### src/rtl/mem_test_data_bus_ctrl_if.sv
// Memory port between the data bus test sequencer (master) and the memory under test (slave).
interface mem_test_data_bus_ctrl_if #(
  parameter int p_DATA_WIDTH = 8,
  parameter int p_ADDR_WIDTH = 8
);
  logic [p_ADDR_WIDTH-1:0] o_MEM_ADDR;
  logic [p_DATA_WIDTH-1:0] o_MEM_WDATA;
  logic                    o_MEM_WE;
  logic                    o_MEM_RE;
  logic [p_DATA_WIDTH-1:0] i_MEM_RDATA;
  logic                    i_MEM_RVALID;

  modport master (
    output o_MEM_ADDR, o_MEM_WDATA, o_MEM_WE, o_MEM_RE,
    input  i_MEM_RDATA, i_MEM_RVALID
  );

  modport slave (
    input  o_MEM_ADDR, o_MEM_WDATA, o_MEM_WE, o_MEM_RE,
    output i_MEM_RDATA, i_MEM_RVALID
  );
endinterface

### src/rtl/mem_test_data_bus_ctrl.sv
// Walking-ones data bus test of one memory location: write each one-hot pattern,
// read it back, stop on the first mismatch or read timeout and report the result.
module mem_test_data_bus_ctrl #(
  parameter int p_DATA_WIDTH = 8,
  parameter int p_ADDR_WIDTH = 8,
  parameter int p_TEST_ADDR  = 0,
  parameter int p_TIMEOUT    = 15
) (
  input  logic                    i_CLK,
  input  logic                    i_RST_N,
  input  logic                    i_START,
  output logic                    o_BUSY,
  output logic                    o_DONE,
  output logic                    o_FAIL,
  output logic                    o_TIMEOUT,
  output logic [p_DATA_WIDTH-1:0] o_FAIL_PATTERN,
  output logic [p_DATA_WIDTH-1:0] o_FAIL_DATA,
  mem_test_data_bus_ctrl_if.master mem
);

  typedef enum logic [2:0] {
    S_IDLE  = 3'd0,
    S_WRITE = 3'd1,
    S_READ  = 3'd2,
    S_WAIT  = 3'd3,
    S_DONE  = 3'd4
  } state_t;

  localparam logic [7:0] TMO_LAST = 8'(p_TIMEOUT - 1);

  state_t                  state_reg, state_next;
  logic [p_DATA_WIDTH-1:0] pattern_reg, pattern_next;
  logic [7:0]              tmo_cnt_reg, tmo_cnt_next;
  logic                    fail_reg, fail_next;
  logic                    timeout_reg, timeout_next;
  logic [p_DATA_WIDTH-1:0] fail_pattern_reg, fail_pattern_next;
  logic [p_DATA_WIDTH-1:0] fail_data_reg, fail_data_next;

  // Reset asserts asynchronously but is released two clocks after i_RST_N rises.
  logic [1:0] rst_sync_reg;
  logic       rst_n;

  always_ff @(posedge i_CLK or negedge i_RST_N) begin
    if (!i_RST_N) rst_sync_reg <= 2'b00;
    else          rst_sync_reg <= {rst_sync_reg[0], 1'b1};
  end

  assign rst_n = rst_sync_reg[1];

  always_ff @(posedge i_CLK or negedge rst_n) begin
    if (!rst_n) begin
      state_reg        <= S_IDLE;
      pattern_reg      <= '0;
      tmo_cnt_reg      <= '0;
      fail_reg         <= 1'b0;
      timeout_reg      <= 1'b0;
      fail_pattern_reg <= '0;
      fail_data_reg    <= '0;
    end else begin
      state_reg        <= state_next;
      pattern_reg      <= pattern_next;
      tmo_cnt_reg      <= tmo_cnt_next;
      fail_reg         <= fail_next;
      timeout_reg      <= timeout_next;
      fail_pattern_reg <= fail_pattern_next;
      fail_data_reg    <= fail_data_next;
    end
  end

  always_comb begin
    state_next        = state_reg;
    pattern_next      = pattern_reg;
    tmo_cnt_next      = tmo_cnt_reg;
    fail_next         = fail_reg;
    timeout_next      = timeout_reg;
    fail_pattern_next = fail_pattern_reg;
    fail_data_next    = fail_data_reg;

    case (state_reg)
      S_IDLE, S_DONE: begin
        if (i_START) begin
          state_next        = S_WRITE;
          pattern_next      = {{(p_DATA_WIDTH-1){1'b0}}, 1'b1};
          fail_next         = 1'b0;
          timeout_next      = 1'b0;
          fail_pattern_next = '0;
          fail_data_next    = '0;
        end
      end
      S_WRITE: state_next = S_READ;
      S_READ: begin
        tmo_cnt_next = '0;
        state_next   = S_WAIT;
      end
      S_WAIT: begin
        // Valid data on the final allowed cycle takes priority over the timeout.
        if (mem.i_MEM_RVALID) begin
          if (mem.i_MEM_RDATA == pattern_reg) begin
            if (pattern_reg[p_DATA_WIDTH-1]) begin
              state_next = S_DONE;
            end else begin
              pattern_next = pattern_reg << 1;
              state_next   = S_WRITE;
            end
          end else begin
            state_next        = S_DONE;
            fail_next         = 1'b1;
            fail_pattern_next = pattern_reg;
            fail_data_next    = mem.i_MEM_RDATA;
          end
        end else if (tmo_cnt_reg == TMO_LAST) begin
          state_next        = S_DONE;
          fail_next         = 1'b1;
          timeout_next      = 1'b1;
          fail_pattern_next = pattern_reg;
        end else begin
          tmo_cnt_next = tmo_cnt_reg + 8'd1;
        end
      end
      default: state_next = S_IDLE;
    endcase
  end

  assign o_BUSY         = (state_reg == S_WRITE) || (state_reg == S_READ) || (state_reg == S_WAIT);
  assign o_DONE         = (state_reg == S_DONE);
  assign o_FAIL         = fail_reg;
  assign o_TIMEOUT      = timeout_reg;
  assign o_FAIL_PATTERN = fail_pattern_reg;
  assign o_FAIL_DATA    = fail_data_reg;

  assign mem.o_MEM_ADDR  = p_ADDR_WIDTH'(p_TEST_ADDR);
  assign mem.o_MEM_WE    = (state_reg == S_WRITE);
  assign mem.o_MEM_RE    = (state_reg == S_READ);
  assign mem.o_MEM_WDATA = (state_reg == S_WRITE) ? pattern_reg : '0;

endmodule

### src/flat_wrapper.sv
// flat-port wrapper written by rule: the top's interface ports become plain ports
module mem_test_data_bus_ctrl_flat 
#(
  parameter int p_DATA_WIDTH = 8,
  parameter int p_ADDR_WIDTH = 8,
  parameter int p_TEST_ADDR  = 0,
  parameter int p_TIMEOUT    = 15
)
  (i_CLK, i_RST_N, i_START, o_BUSY, o_DONE, o_FAIL, o_TIMEOUT, o_FAIL_PATTERN, o_FAIL_DATA, mem_o_MEM_ADDR, mem_o_MEM_WDATA, mem_o_MEM_WE, mem_o_MEM_RE, mem_i_MEM_RDATA, mem_i_MEM_RVALID);
  mem_test_data_bus_ctrl_if #(.p_DATA_WIDTH(p_DATA_WIDTH), .p_ADDR_WIDTH(p_ADDR_WIDTH)) mem_i ();
  input  logic i_CLK;
  input  logic i_RST_N;
  input  logic i_START;
  output logic o_BUSY;
  output logic o_DONE;
  output logic o_FAIL;
  output logic o_TIMEOUT;
  output logic [p_DATA_WIDTH-1:0] o_FAIL_PATTERN;
  output logic [p_DATA_WIDTH-1:0] o_FAIL_DATA;
  output wire logic [$bits(mem_i.o_MEM_ADDR)-1:0] mem_o_MEM_ADDR;
  output wire logic [$bits(mem_i.o_MEM_WDATA)-1:0] mem_o_MEM_WDATA;
  output wire logic [$bits(mem_i.o_MEM_WE)-1:0] mem_o_MEM_WE;
  output wire logic [$bits(mem_i.o_MEM_RE)-1:0] mem_o_MEM_RE;
  input wire logic [$bits(mem_i.i_MEM_RDATA)-1:0] mem_i_MEM_RDATA;
  input wire logic [$bits(mem_i.i_MEM_RVALID)-1:0] mem_i_MEM_RVALID;
  assign mem_o_MEM_ADDR = mem_i.o_MEM_ADDR;
  assign mem_o_MEM_WDATA = mem_i.o_MEM_WDATA;
  assign mem_o_MEM_WE = mem_i.o_MEM_WE;
  assign mem_o_MEM_RE = mem_i.o_MEM_RE;
  assign mem_i.i_MEM_RDATA = mem_i_MEM_RDATA;
  assign mem_i.i_MEM_RVALID = mem_i_MEM_RVALID;
  mem_test_data_bus_ctrl #(.p_DATA_WIDTH(p_DATA_WIDTH), .p_ADDR_WIDTH(p_ADDR_WIDTH), .p_TEST_ADDR(p_TEST_ADDR), .p_TIMEOUT(p_TIMEOUT)) u_core (.i_CLK(i_CLK), .i_RST_N(i_RST_N), .i_START(i_START), .o_BUSY(o_BUSY), .o_DONE(o_DONE), .o_FAIL(o_FAIL), .o_TIMEOUT(o_TIMEOUT), .o_FAIL_PATTERN(o_FAIL_PATTERN), .o_FAIL_DATA(o_FAIL_DATA), .mem(mem_i));
endmodule
### config.mk
export PLATFORM = sky130hd
export DESIGN_NAME = mem_test_data_bus_ctrl_flat
export DESIGN_NICKNAME = d
export VERILOG_FILES = /design/src/rtl/mem_test_data_bus_ctrl_if.sv /design/src/rtl/mem_test_data_bus_ctrl.sv /design/src/flat_wrapper.sv
export SDC_FILE = /design/constraint.sdc
export NUM_CORES = 1
export LEC_CHECK = 0
export ABC_CLOCK_PERIOD_IN_PS = 1700
export CORE_MARGIN = 2
export CORE_UTILIZATION = 25
export CTS_CLUSTER_SIZE = 12
export DETAILED_ROUTE_END_ITERATION = 8
export GPL_ROUTABILITY_DRIVEN = 0
export GPL_TIMING_DRIVEN = 0
export HOLD_SLACK_MARGIN = 0.1
export SLEW_MARGIN = 40
export SYNTH_ARGS = -nofsm -noshare
export SYNTH_HDL_FRONTEND = slang
export SYNTH_SLANG_ARGS = --single-unit
### constraint.sdc
create_clock -name i_CLK -period 1.7 [get_ports i_CLK]
set_clock_uncertainty 0.05 [all_clocks]
set_input_delay 0.255 -clock i_CLK [delete_from_list [all_inputs] [get_ports i_CLK]]
set_output_delay 0.255 -clock i_CLK [all_outputs]
set_load 0.01 [all_outputs]
==> results.tsv <==
metric	value	unit
outcome	complete, but fails checks	
violations	negative setup slack	
synth_edf_count	0	
slew_viol_final	0	
grt_pass1_wl	10640	um
postRouteAntennaNets	0	
grt_max_degree	38	
synthFlopType	dfrtp_1	
period_share	106.7	%
grt_usage	13.39	%
cts_tree	yes	
finalSetupTns	-1.324	ns
cap_violations	0	
drive_above_1_share	38.91	%
utilization	40.86	%
setup_slack	-0.1132	ns
min_path_type	reg -> async	
syn_inst	238	
dr_total_vias	2191	
async_flop_share	100.0	%
diodes	0	
cts_root_buf	clkbuf_8	
yosysSeqAreaShare	42.62	%
peakVddDrop	0.0007005	V
grt_pass1_vias	2112	
drt_iter0_markers	184	
coreArea	8806	um2
ys_seq_elements	39	
yosys_warnings	0	
cellPowerDensity	1284	nW/um2
yosysTopAreaCell	dfrtp_1	
finalPower	4621	uW
grt_overflow	0	
rsz0062_at_grt	true	
synth_top_area_share	42.62	%
clk_latency	0.30	ns
hpwl	4232	um
synth_most_common_cell	dfrtp_1	
min_period	1.813	ns
wl_per_cell	15.48	um
synth.cell_area	2290	um2
cp_data_required_time	1.39	ns
path_clk_slew	0.08	ns
clock_sinks	39	
path_class	reg -> out	
cp-start-kind	flip-flop	
leakage	0.001547	uW
arrival	1.51	ns
synth_commonest_cells	dfrtp_1, inv_1, nand2_1	
antenna_found_initial	0	
numPortBuffers	41	
io_pins	50	
drc	0	
netlist_top_cells_area	dfrtp_1, o221ai_2, inv_1	
fillCellCount	835	
yosysUniqueCellTypes	46	
die_area	9940	um2
finalSetupViolations	20	
hold_viol	0	
cts_buffers	5	
syn_to_final_growth	57.16	%
syn_area_per_cell	9.621	um2
clock_path_buffers	2	
vias_per_cell	5.014	
crit_path_max_fanout	7	
wirelength	6764	um
die_x	99.70	um
end_kind	output port	
die_y	99.70	um
rows	34	
seqCellArea	988.4	um2
firstDrtPassIters	4	
start_util	26.00	%
fmax	551.5	MHz
final_nets	342	
multi_input_area	1373	um2
cts_max_level	2	
-- power breakdown --
group          internal (uW)  leakage (uW)  switching, uW
logic                   1260      0.000976           1260
clock network            483     0.0000618            366
registers               1100      0.000510            152
total                   2840       0.00155           1780
-- worst paths after layout --
check,slack (ns),depth (start not counted),to,from
min reg2reg,0.25,0,u_core.o_FAIL_PATTERN[3]$_DFFE_PN0P_,u_core.rst_sync_reg[1]$_DFF_PN0_
min in group i_CLK,0.30,0,u_core.rst_sync_reg[1]$_DFF_PN0_,u_core.rst_sync_reg[0]$_DFF_PN0_
max in group asynchronous,0.86,2,u_core.rst_sync_reg[1]$_DFF_PN0_,i_RST_N
max reg2reg,-0.10,7,u_core.o_FAIL_PATTERN[2]$_DFFE_PN0P_,u_core.tmo_cnt_reg[0]$_DFFE_PN0P_
max,-0.11,5,mem_o_MEM_WDATA[3],u_core.state_reg[1]$_DFFE_PN0P_
min,0.25,0,u_core.o_FAIL_PATTERN[3]$_DFFE_PN0P_,u_core.rst_sync_reg[1]$_DFF_PN0_
-- metrics by stage --
stage	area (um2)	cells	hold slack (ns)	setup WS, ns
after floorplan	2316	245	-0.09059	-0.03716
after global placement	2861	394	0.2846	-0.7983
after detailed placement	2865	394	0.2723	-0.7892
after CTS	3411	426	0.2768	-0.1335
after global routing	3598	437	0.3097	-0.1975
final	3598	437	0.2451	-0.1132
-- worst max-delay path: stages, from the launching register on --
cell	delay, ns
dfrtp_2	0.43
buf_8	0.13
buf_12	0.14
buf_6	0.12
nor4_4	0.20
buf_2	0.17
-- layer usage --
metal | vias to the layer above | GRT usage [%] | wire [um]
met3 | 8 | 2.600 | 305
met4 | 0 | 4.636 | 114
met2 | 68 | 21.47 | 3191
met1 | 1084 | 18.06 | 3153
met5 | - | 0 | 0
li1 | 1031 | - | -
-- cells by family after synthesis --
| kind of cell | after synthesis | share of synthesized area [%] |
|---|---|---|
| flops | 39 | 42.62 |
| other cells | 2 | 0.3280 |
| xor+xnor | 8 | 3.060 |
| buf+inv | 48 | 9.945 |
| compound gates | 50 | 19.78 |
| simple gates | 80 | 19.24 |
| fa+ha+maj | 2 | 1.093 |
| mux | 9 | 3.935 |
-- cells in the final DEF, fill, tap and decap left out, drive strengths merged, types with 9 or more instances in the layout --
cell,count
clkdlybuf4s50,29
inv,28
nand4,12
dfrtp,39
nor2,10
mux2i,9
conb,9
nand2,28
buf,63
-- area by class of cell --
class	instances	share of cell area [%]
plain buffers	19	5.042
clock buffers	6	2.295
clock inverters	2	1.078
inverters	27	3.025
multi-input cells	159	38.14
flip-flops and latches	39	27.47
well taps	108	3.755
repair buffers	77	19.19
-- timing repair --
item,4_1_cts,5_1_grt
hold endpoints to repair,2,0
setup buffers,21,13
resized for setup,105,34
pin swaps,9,11
endpoints found under the setup margin,45,44
hold buffers,1,0
cloned,2,0
No activity file was read; power rests on OpenSTA's default activity.
